--- config.mk ---
export PLATFORM = sky130hd
export DESIGN_NAME = dm_arbiter_flat
export DESIGN_NICKNAME = d
export VERILOG_FILES = /design/src/rtl/dm_arbiter_if.sv /design/src/rtl/dm_arbiter.sv /design/src/flat_wrapper.sv
export SDC_FILE = /design/constraint.sdc
export NUM_CORES = 1
export LEC_CHECK = 0
export CAP_MARGIN = 0
export CORE_AREA = 2 2 154 156
export DETAILED_ROUTE_END_ITERATION = 8
export DIE_AREA = 0 0 156 158
export PLACE_DENSITY = 0.67
export SLEW_MARGIN = 20
export SYNTH_ARGS = -nofsm -noshare
export SYNTH_HDL_FRONTEND = slang
export SYNTH_SLANG_ARGS = --single-unit
--- constraint.sdc ---
create_clock -name clk -period 5.2 [get_ports clk]
set_clock_uncertainty 0.1 [all_clocks]
set_input_delay 1.04 -clock clk [delete_from_list [all_inputs] [get_ports clk]]
set_output_delay 1.04 -clock clk [all_outputs]
set_load 0.005 [all_outputs]
--- src/rtl/dm_arbiter_if.sv ---
// rtl/dm_arbiter_if.sv - requester-side access bundle for the data-memory arbiter
//
// One instance per requester. The requester drives the master side and
// holds req with stable fields until it sees ack. The arbiter drives the
// slave side.

interface dm_arbiter_if;
  logic        req;
  logic        we;
  logic [1:0]  sel;
  logic [31:0] addr;
  logic [31:0] wd;
  logic [31:0] pc;
  logic        ack;
  logic        err;
  logic [31:0] rdata;

  modport master (
    output req, we, sel, addr, wd, pc,
    input  ack, err, rdata
  );

  modport slave (
    input  req, we, sel, addr, wd, pc,
    output ack, err, rdata
  );
endinterface

--- src/rtl/dm_arbiter.sv ---
// rtl/dm_arbiter.sv - two-port round-robin arbiter in front of the single-port data memory
//
// Port 0 is the CPU MEM stage, port 1 the debug/DMA master. Each grant
// performs exactly one access: IDLE -> SERVE (memory strobed) -> RESP (ack).
// A pending request on the other port is picked up directly from RESP, so
// alternating traffic costs two cycles per access.

module dm_arbiter #(
  parameter int unsigned DM_BYTES = 4096
) (
  input  logic        clk,
  input  logic        reset,
  dm_arbiter_if.slave p0,
  dm_arbiter_if.slave p1,
  output logic [1:0]  mem_sel_o,
  output logic [31:0] mem_addr_o,
  output logic [31:0] mem_wd_o,
  output logic [31:0] mem_pc_o,
  output logic [1:0]  mem_ls_o,
  input  logic [31:0] mem_rdata_i
);

  localparam logic [1:0] LS_IDLE  = 2'b00;
  localparam logic [1:0] LS_LOAD  = 2'b01;
  localparam logic [1:0] LS_STORE = 2'b10;

  typedef enum logic [1:0] {
    ST_IDLE  = 2'd0,
    ST_SERVE = 2'd1,
    ST_RESP  = 2'd2
  } state_e;

  state_e      state_q;
  logic        cur_q;
  logic        last_q;
  logic        we_q;
  logic        bad_q;
  logic [1:0]  ack_q;
  logic [1:0]  err_q;
  logic [31:0] rdata0_q;
  logic [31:0] rdata1_q;
  logic [1:0]  mem_sel_q;
  logic [1:0]  mem_ls_q;
  logic [31:0] mem_addr_q;
  logic [31:0] mem_wd_q;
  logic [31:0] mem_pc_q;

  logic [1:0]  req_v;
  logic        gnt_d;
  logic        gnt_port_d;
  logic        we_d;
  logic        bad_d;
  logic [1:0]  sel_d;
  logic [31:0] addr_d;
  logic [31:0] wd_d;
  logic [31:0] pc_d;

  // Rejected accesses: illegal size, misaligned word/half, or past the end of memory.
  function automatic logic access_bad(input logic [1:0] sel, input logic [31:0] addr);
    logic b;
    b = (sel == 2'b11)
      || ((sel == 2'b00) && (addr[1:0] != 2'b00))
      || ((sel == 2'b01) && addr[0])
      || (addr >= 32'(DM_BYTES));
    return b;
  endfunction

  assign req_v = {p1.req, p0.req};

  // Choose the next port to latch: round-robin on a tie in IDLE; only the other port from RESP.
  always_comb begin
    gnt_d      = 1'b0;
    gnt_port_d = 1'b0;
    case (state_q)
      ST_IDLE: begin
        if (req_v[0] && req_v[1]) begin
          gnt_d      = 1'b1;
          gnt_port_d = ~last_q;
        end else if (req_v[0]) begin
          gnt_d      = 1'b1;
          gnt_port_d = 1'b0;
        end else if (req_v[1]) begin
          gnt_d      = 1'b1;
          gnt_port_d = 1'b1;
        end
      end
      ST_RESP: begin
        gnt_port_d = ~cur_q;
        gnt_d      = req_v[~cur_q];
      end
      default: begin
        gnt_d      = 1'b0;
        gnt_port_d = 1'b0;
      end
    endcase
  end

  // Request fields of the port being granted, plus its error verdict.
  always_comb begin
    if (gnt_port_d) begin
      we_d   = p1.we;
      sel_d  = p1.sel;
      addr_d = p1.addr;
      wd_d   = p1.wd;
      pc_d   = p1.pc;
    end else begin
      we_d   = p0.we;
      sel_d  = p0.sel;
      addr_d = p0.addr;
      wd_d   = p0.wd;
      pc_d   = p0.pc;
    end
    bad_d = access_bad(sel_d, addr_d);
  end

  // Arbiter FSM with registered memory strobes and per-port responses.
  always_ff @(posedge clk) begin
    if (!reset) begin
      state_q    <= ST_IDLE;
      cur_q      <= 1'b0;
      last_q     <= 1'b1;
      we_q       <= 1'b0;
      bad_q      <= 1'b0;
      ack_q      <= 2'b00;
      err_q      <= 2'b00;
      rdata0_q   <= 32'h0;
      rdata1_q   <= 32'h0;
      mem_sel_q  <= 2'b00;
      mem_ls_q   <= LS_IDLE;
      mem_addr_q <= 32'h0;
      mem_wd_q   <= 32'h0;
      mem_pc_q   <= 32'h0;
    end else begin
      ack_q <= 2'b00;
      case (state_q)
        ST_IDLE, ST_RESP: begin
          if (gnt_d) begin
            cur_q      <= gnt_port_d;
            we_q       <= we_d;
            bad_q      <= bad_d;
            mem_sel_q  <= sel_d;
            mem_addr_q <= addr_d;
            mem_wd_q   <= wd_d;
            mem_pc_q   <= pc_d;
            mem_ls_q   <= bad_d ? LS_IDLE : (we_d ? LS_STORE : LS_LOAD);
            state_q    <= ST_SERVE;
          end else begin
            mem_ls_q <= LS_IDLE;
            state_q  <= ST_IDLE;
          end
        end
        ST_SERVE: begin
          // Memory read data is only meaningful for a good load; everything else reports 0.
          if (cur_q) begin
            rdata1_q <= (!bad_q && !we_q) ? mem_rdata_i : 32'h0;
          end else begin
            rdata0_q <= (!bad_q && !we_q) ? mem_rdata_i : 32'h0;
          end
          err_q[cur_q] <= bad_q;
          ack_q[cur_q] <= 1'b1;
          last_q       <= cur_q;
          mem_ls_q     <= LS_IDLE;
          state_q      <= ST_RESP;
        end
        default: begin
          mem_ls_q <= LS_IDLE;
          state_q  <= ST_IDLE;
        end
      endcase
    end
  end

  assign p0.ack   = ack_q[0];
  assign p0.err   = err_q[0];
  assign p0.rdata = rdata0_q;
  assign p1.ack   = ack_q[1];
  assign p1.err   = err_q[1];
  assign p1.rdata = rdata1_q;

  assign mem_sel_o  = mem_sel_q;
  assign mem_addr_o = mem_addr_q;
  assign mem_wd_o   = mem_wd_q;
  assign mem_pc_o   = mem_pc_q;
  // Gated by reset itself so a store caught mid-flight by reset never reaches the memory.
  assign mem_ls_o   = reset ? mem_ls_q : LS_IDLE;

endmodule
--- src/flat_wrapper.sv ---
// flat-port wrapper written by rule: the top's interface ports become plain ports
module dm_arbiter_flat 
#(
  parameter int unsigned DM_BYTES = 4096
)
  (clk, reset, mem_sel_o, mem_addr_o, mem_wd_o, mem_pc_o, mem_ls_o, mem_rdata_i, p0_req, p0_we, p0_sel, p0_addr, p0_wd, p0_pc, p0_ack, p0_err, p0_rdata, p1_req, p1_we, p1_sel, p1_addr, p1_wd, p1_pc, p1_ack, p1_err, p1_rdata);
  dm_arbiter_if p0_i ();
  dm_arbiter_if p1_i ();
  input  logic clk;
  input  logic reset;
  output logic [1:0] mem_sel_o;
  output logic [31:0] mem_addr_o;
  output logic [31:0] mem_wd_o;
  output logic [31:0] mem_pc_o;
  output logic [1:0] mem_ls_o;
  input  logic [31:0] mem_rdata_i;
  input wire logic [$bits(p0_i.req)-1:0] p0_req;
  input wire logic [$bits(p0_i.we)-1:0] p0_we;
  input wire logic [$bits(p0_i.sel)-1:0] p0_sel;
  input wire logic [$bits(p0_i.addr)-1:0] p0_addr;
  input wire logic [$bits(p0_i.wd)-1:0] p0_wd;
  input wire logic [$bits(p0_i.pc)-1:0] p0_pc;
  output wire logic [$bits(p0_i.ack)-1:0] p0_ack;
  output wire logic [$bits(p0_i.err)-1:0] p0_err;
  output wire logic [$bits(p0_i.rdata)-1:0] p0_rdata;
  input wire logic [$bits(p1_i.req)-1:0] p1_req;
  input wire logic [$bits(p1_i.we)-1:0] p1_we;
  input wire logic [$bits(p1_i.sel)-1:0] p1_sel;
  input wire logic [$bits(p1_i.addr)-1:0] p1_addr;
  input wire logic [$bits(p1_i.wd)-1:0] p1_wd;
  input wire logic [$bits(p1_i.pc)-1:0] p1_pc;
  output wire logic [$bits(p1_i.ack)-1:0] p1_ack;
  output wire logic [$bits(p1_i.err)-1:0] p1_err;
  output wire logic [$bits(p1_i.rdata)-1:0] p1_rdata;
  assign p0_i.req = p0_req;
  assign p0_i.we = p0_we;
  assign p0_i.sel = p0_sel;
  assign p0_i.addr = p0_addr;
  assign p0_i.wd = p0_wd;
  assign p0_i.pc = p0_pc;
  assign p0_ack = p0_i.ack;
  assign p0_err = p0_i.err;
  assign p0_rdata = p0_i.rdata;
  assign p1_i.req = p1_req;
  assign p1_i.we = p1_we;
  assign p1_i.sel = p1_sel;
  assign p1_i.addr = p1_addr;
  assign p1_i.wd = p1_wd;
  assign p1_i.pc = p1_pc;
  assign p1_ack = p1_i.ack;
  assign p1_err = p1_i.err;
  assign p1_rdata = p1_i.rdata;
  dm_arbiter #(.DM_BYTES(DM_BYTES)) u_core (.clk(clk), .reset(reset), .p0(p0_i), .p1(p1_i), .mem_sel_o(mem_sel_o), .mem_addr_o(mem_addr_o), .mem_wd_o(mem_wd_o), .mem_pc_o(mem_pc_o), .mem_ls_o(mem_ls_o), .mem_rdata_i(mem_rdata_i));
endmodule
---- After elaboration in Yosys (flattened, before gate mapping) ----
Cells that the tools add are included.
cells by class
  mux-type cells .......................... 22
  equality and inequality tests ........... 4
  order comparisons ....................... 4
  reductions and logical operators ........ 19
  bitwise logic cells ..................... 5
operators with widths
  kind                    number
  $mux W32                4
  $ge A32 B13 Y1 const B  1
  $mux W1                 10
  $reduce_and A2 Y1       4
  $mux W2                 3
  $logic_and A1 B1 Y1     5
  $not A1 Y1              5
  $eq A2 B1 Y1 const B    2
  $eq A2 B2 Y1 const B    2
  $logic_not A2 Y1        2
  $lt A1 B2 Y1 const B    2
  $pmux W1 S2             2
  $pmux W2 S2             1
  $reduce_or A4 Y1        1
  $logic_or A1 B1 Y1      3
  $bwmux W2               1
  $logic_not A1 Y1        2
  $reduce_bool A2 Y1      1
  $reduce_or A2 Y1        1
  $demux W1 S1            1
  $ge A1 B1 Y1 const B    1
word-level totals
  output and inout port bits .............. 168
  input port bits ......................... 234
  word-level logic and storage cells ...... 68
  register bits ........................... 174

---- Depth between registers and ports, before layout ----
Gate-level depths: netlist (run 1).
  depth after elaboration ................. 11
  mapped depth ............................ 8
  mapped depth without buffers ............ 5

---- Least setup slack after synthesis (run 1) ----
OpenSTA, ideal clock, no wires.
  kind .................................... input to register
  from .................................... in p0_req
  to ...................................... reg u_core.mem_addr_q[24], in the netlist u_core.mem_addr_o[24]
  required time ........................... 5.009 ns
  buffers on the path ..................... 3
  setup slack ............................. 2.882 ns
  stages on the path ...................... 8
  library setup time ...................... 0.091 ns
  data arrival time ....................... 2.127 ns
  cell sequence ........................... nand2_1 > a31oi_2 > or2_1 > buf_2 > buf_6 > buf_2 > nand2_1 > a311oi_1
between the ends
  cells in the longest elaborated chain, start to end .. 4
  elaborated cells on any way between the ends .. 11
  classes of those cells .................. 9 x mux; 2 x reduce/logical
RTL lines
  what                                                  RTL line                            RTL
  start, declared                                       flat_wrapper.sv:17                  input wire logic [$bits(p0_i.req)-1:0] p0_req;
  $mux W1 (tied with other cells)                       dm_arbiter.sv:79                    end else if (req_v[0]) begin
  $mux W1 (on tied branches)                            dm_arbiter.sv:76, dm_arbiter.sv:89
  $pmux W1 S2                                           dm_arbiter.sv:74                    case (state_q)
  $mux W32 / $reduce_and A2 Y1 (equally long branches)  -
  end signal, assigned                                  dm_arbiter.sv:142                   mem_addr_q <= addr_d;
  end, declared                                         dm_arbiter.sv:44                    logic [31:0] mem_addr_q;
Several ways; a longest one is shown, not always the timed one. The select of a mux whose other input is x is not followed.
A chain may end at the register's enable or synchronous reset.

---- Final worst setup path (run 1) ----
  from .................................... in reset
  to ...................................... out mem_ls_o[0]
between the ends
  cells in the longest elaborated chain, start to end .. 1
RTL lines
  what             RTL line            RTL
  start, declared  flat_wrapper.sv:10  input logic reset;
  $mux W2          dm_arbiter.sv:185   assign mem_ls_o = reset ? mem_ls_q : LS_IDLE;
  end, declared    flat_wrapper.sv:15  output logic [1:0] mem_ls_o;
Every way passes these cells.

==> flow_summary.toml, run 1 <==
[critical_path]
crit_fanout = 6
start_kind = "primary input"
critPathRequiredTime_ns = 4.06
cp_slowest_stage_delay_ns = 0.67
critPathTopFamily = "buffers and inverters"
crit_path_end_kind = "output pin"
critical_path_class = "primary input to output pin"
critPathBufInv = 2
cp_slowest_cell = "clkdlybuf4s50_1"
path_common_cell = "clkdlybuf4s50_1"
arrival_ns = 2.39
critical_path.cell_chain = "clkdlybuf4s50_1 > and2_1 > clkdlybuf4s50_1"

[sta]
timing.hold.ws_ns = 0.356
rsz0062_at_grt = "false"
tns_ns = 0
slew_headroom_pct = 44.6
max_freq_ghz = 0.283
fin_crit_sh_pct = 67.9
setup_viol = 0
hold_viol = 0
maxSlewViolCount = 0
worst_slew_pin_slew_ns = 0.831
fin_crit_ns = 3.53

[global_routing]
antenna_found_initial = 1
grtUsageMet1_pct = 22.4
grt_max_degree = 73
grt_remaining_overflow = 0
gr-usage-met2_pct = 33.5
grt_usage_pct = 19.3
first_global_vias = 6865
use_met3_pct = 6.27
busiest_layer = "met2"
grt_pass1_wl_um = 37200

[die]
core-area_um2 = 23100
rows = 56
die_area_um2 = 24600
dieHeight_um = 158
num_io_pins = 402
initial_core_util_pct = 30.5
die_w_um = 156

[clocking]
hold_buffers = 0
cts_max_path_buffers = 2
numCtsBuffers = 17
ctsResizeCount = 0
cts_tree = "yes"
h-tree-depth = 4
cts_setup_buffers = 0
clk_pin_slew_worst_paths_ns = 0.07
cts.sinks = 174
clockRootBuffer = "clkbuf_16"
clkLatencyLatePin_ns = 0.42

[synth]
synthSimpleGateAreaFrac_pct = 15.4
synth_top_family_by_area = "compound AO/OA/AOI/OAI gates"
synthCells = 756
synth.cell_area_um2 = 7040
syn_nets = 990
synth_compound_area_share_pct = 19.1
synthDistinctLibCells = 32
synth_area_per_cell_um2 = 9.31
synth_warnings = 0
ys_seq_area_share_pct = 49.5
synth.area.mux_share_pct = 10.8
synth_edf_count = 0
synth-seq-cells = 174
synth-adder-area-share_pct = 0
async_flop_share_pct = 0
synth-xor-area-share_pct = 0
ys.flop_type = "dfxtp_1"

[run_status]
status = "completed"

[drt]
drtAntennaViolNets = 0
drcViolationCount = 0
first_pass_iters = 5
routed_wirelength_um = 24800
vias = 7112
via_per_inst = 4.99
drtIter0Drc = 240
wl_per_cell_um = 17.4

[worst_hold_path]
min_path_type = "flip-flop to flip-flop"

[cells_and_area]
drive_gt1_share_pct = 5.11
nets = 1356
syn2layout_area_growth_pct = 68.5

[pwr]
power_density_nw_per_um2 = 308
ir_drop_v = 0.000193
p_leak_uw = 0.00464

[placed_design]
gp_congestion = 0.855
portBuffers = 401
hpwl_um = 18300

[job]
maxCapViolations = 0
[worst min-delay path, cell delays in order, from the launching register on]
cell and delay, ns:
dfxtp_1 0.31, nand2_1 0.05, a21oi_1 0.05
[Yosys cell counts, drive strengths merged (3+ instances only)]
| library cell | n | area [um2] |
|---|---|---|
| or3 | 3 | 18.8 |
| a211oi | 76 | 576 |
| a311oi | 24 | 210 |
| inv | 5 | 18.8 |
| nand3 | 34 | 170 |
| nand2 | 84 | 315 |
| and2 | 3 | 18.8 |
| dfxtp | 174 | 3480 |
| nor2b | 7 | 43.8 |
| nor3 | 3 | 15.0 |
| a32o | 32 | 320 |
| and3 | 3 | 18.8 |
| clkbuf | 40 | 150 |
| nor4 | 10 | 62.6 |
| nor2 | 104 | 393 |
| a21oi | 37 | 185 |
| buf | 31 | 199 |
| mux2i | 76 | 761 |
[sequential cells by signal (all words and copies together), names as in the netlist]
register	count
u_core.ack_q	2
u_core.mem_wd_o	32
u_core.mem_ls_q	2
u_core.p0.rdata	32
u_core.we_q	1
u_core.p1.rdata	32
u_core.bad_q	1
u_core.mem_sel_o	2
u_core.mem_addr_o	32
u_core.mem_pc_o	32
u_core.state_q	2
u_core.last_q	1
u_core.cur_q	1
u_core.err_q	2
[layout make-up]
| class | instances | area (um2) |
|---|---|---|
| Inverter | 5 | 21.3 |
| Tap cell | 290 | 363 |
| Timing Repair Buffer | 418 | 4180 |
| Clock inverter | 15 | 168 |
| Multi-Input combinational cell | 506 | 3210 |
| Fill cell | 2179 | 11200 |
| Clock buffer | 17 | 425 |
| Sequential cell | 174 | 3480 |
| Antenna cell | 1 | 2.50 |
[cells by family after synthesis]
logic type,Yosys count
compound gates,175
buf+inv,76
flops,174
mux,76
simple gates,255
[cell usage in the layout, fill, tap and decap left out, drive strengths merged, types with 7 or more instances in the layout]
master | synthesis | routed
buf | 31 | 17
a311oi | 24 | 24
mux2i | 76 | 76
nand3 | 34 | 34
a32o | 32 | 32
a21oi | 37 | 37
inv | 5 | 13
a211oi | 76 | 76
nor4 | 10 | 10
nand2 | 84 | 84
nor2b | 7 | 7
clkdlybuf4s50 | 0 | 401
nor2 | 104 | 104
dfxtp | 174 | 174
clkbuf | 40 | 17
[worst paths after layout]
path | from | endpoint | slack [ns] | depth (start not counted)
min | u_core.p0.rdata[23] | u_core.p0.rdata[23] | 0.36 | 2
max | reset | mem_ls_o[0] | 1.67 | 3
min reg2reg | u_core.p0.rdata[23] | u_core.p0.rdata[23] | 0.36 | 2
max reg2reg | u_core.cur_q | u_core.mem_wd_o[25] | 2.74 | 6
[per-layer routing]
layer	routed length, um	vias up	share of wire [%]
li1	-	3489	-
met1	10200	3319	41
met2	12200	266	49
met3	1900	38	7.7
met4	538	0	2.2
met5	0	-	0
[stage by stage]
step / cells / power [uW] / cell area (um2) / setup slack, ns / utilization, %
floorplan: 756 / 1900 / 7040 / 2.88 / -
global placement: 1392 / 2380 / 11200 / 1.69 / 48.8
detailed placement: 1392 / 2390 / 11200 / 1.50 / 48.8
CTS: 1424 / 3700 / 11800 / 1.68 / 51.4
global route: 1426 / 3830 / 11900 / 1.63 / 51.4
finish: 1426 / 3660 / 11900 / 1.67 / 51.4
[where the power goes]
group          switching [uW]  internal [uW]  total, uW  leakage (uW)
logic                     371            483        854       0.00292
clock network             609            687       1300      0.000291
registers                62.8           1440       1510       0.00143
Power figures use the tool's default switching activity.
==> run 2: changes to the inputs <==
PLACE_DENSITY = 0.69   (was 0.67)
clock period = 3.1 ns   (was 5.2 ns; I/O delays follow)
==> flow_summary.toml, run 2 (synthesis results as in run 1) <==
[drt]
vias = 7133
via_per_inst = 4.99
first_pass_iters = 4
wl_per_cell_um = 17.5
drtIter0Drc = 366
drcViolationCount = 0
routed_wirelength_um = 25000
drtAntennaViolNets = 0

[sta]
worst_slack_ns = 0.433
worst_slew_pin_slew_ns = 0.677
max_freq_ghz = 0.375
fin_crit_sh_pct = 86.0
slew_headroom_pct = 54.9
setup_viol = 0
fin_crit_ns = 2.67
rsz0062_at_grt = "false"
tns_ns = 0
hold_viol = 0
maxSlewViolCount = 0

[cells_and_area]
final_util_pct = 52.0
regArea_um2 = 3480
multi_input_area_um2 = 3210
layout_common_cells = "clkdlybuf4s50_1 (401), dfxtp_1 (174), nor2_1 (102)"
num-fill-cells = 2133
postLayoutCellArea_um2 = 12000
syn2layout_area_growth_pct = 70.4
nets = 1358
final_common_cell = "clkdlybuf4s50_1"
drive_gt1_share_pct = 5.28

[clocking]
clockRootBuffer = "clkbuf_16"
ctsResizeCount = 0
h-tree-depth = 4
numCtsBuffers = 17
cts_max_path_buffers = 2
cts_tree = "yes"
cts_setup_buffers = 0
cts.sinks = 174
hold_buffers = 0
clk_pin_slew_worst_paths_ns = 0.07
clkLatencyLatePin_ns = 0.42

[die]
num_io_pins = 402
die_w_um = 156
dieHeight_um = 158
core-area_um2 = 23100
rows = 56
die_area_um2 = 24600
initial_core_util_pct = 30.5

[critical_path]
crit_path_end_kind = "output pin"
arrival_ns = 1.95
critPathRequiredTime_ns = 2.38
crit_fanout = 6
critical_path_class = "primary input to output pin"
start_kind = "primary input"

[global_routing]
first_global_vias = 6889
grt_remaining_overflow = 0
antenna_found_initial = 2
grt_pass1_wl_um = 37500
grt_max_degree = 136
grt_usage_pct = 19.4

[run_status]
status = "completed"

[worst_hold_path]
min_path_type = "flip-flop to flip-flop"

[placed_design]
portBuffers = 401
dpl_cell_area_um2 = 11400
hpwl_um = 18100
gp_congestion = 0.819
post-place-ws_ns = 0.265

[pwr]
ir_drop_v = 0.000292
power_density_nw_per_um2 = 519
p_leak_uw = 0.00470

[job]
maxCapViolations = 0
run 2: cell types whose count changed in the layout (fill, tap and decap cells not counted), sizes merged:
| cell | previous run | this run |
|---|---|---|
| buf | 17 | 19 |
| clkbuf | 17 | 18 |
| clkinv | 5 | 6 |
| clkinvlp | 1 | 0 |
| diode | 1 | 3 |
| inv | 13 | 12 |
run 2: final timing paths:
kind | slack, ns | start | to | cells past startpoint
max | 0.43 | reset | mem_ls_o[1] | 3
min | 0.36 | u_core.p0.rdata[29] | u_core.p0.rdata[29] | 2
max reg2reg | 0.97 | u_core.cur_q | u_core.mem_addr_o[3] | 6
min reg2reg | 0.36 | u_core.p0.rdata[29] | u_core.p0.rdata[29] | 2
run 2: report_power, final:
group	internal, uW	total (uW)	switching [uW]
clock network	1180	2230	1050
registers	2420	2530	106
logic	839	1470	627
run 2: worst max-delay path: stages:
cell and delay (ns):
clkdlybuf4s50_1 0.62, and2_1 0.18, clkdlybuf4s50_1 0.52
run 2: final cells by class:
class                           count  area share (%)
Clock inverter                     14            1.46
Tap cell                          290            3.03
Antenna cell                        3          0.0626
Clock buffer                       18            3.66
Inverter                            5           0.177
Timing Repair Buffer              420            35.8
Multi-Input combinational cell    506            26.8
Sequential cell                   174            29.0
run 2: layer usage:
layer  routed length, um  GRT usage, %
met1               10100          22.5
met2               11900          32.4
met3                2220          7.64
met4                 713          7.08
met5                   0             0
run 2: per-stage QoR:
stage | instances | power [uW] | hold slack, ns
floorplan | 756 | 3180 | 0.345
global placement | 1395 | 4040 | 0.341
detailed placement | 1395 | 4050 | 0.348
CTS | 1427 | 6300 | 0.358
global route | 1429 | 6510 | 0.376
finish | 1430 | 6230 | 0.355
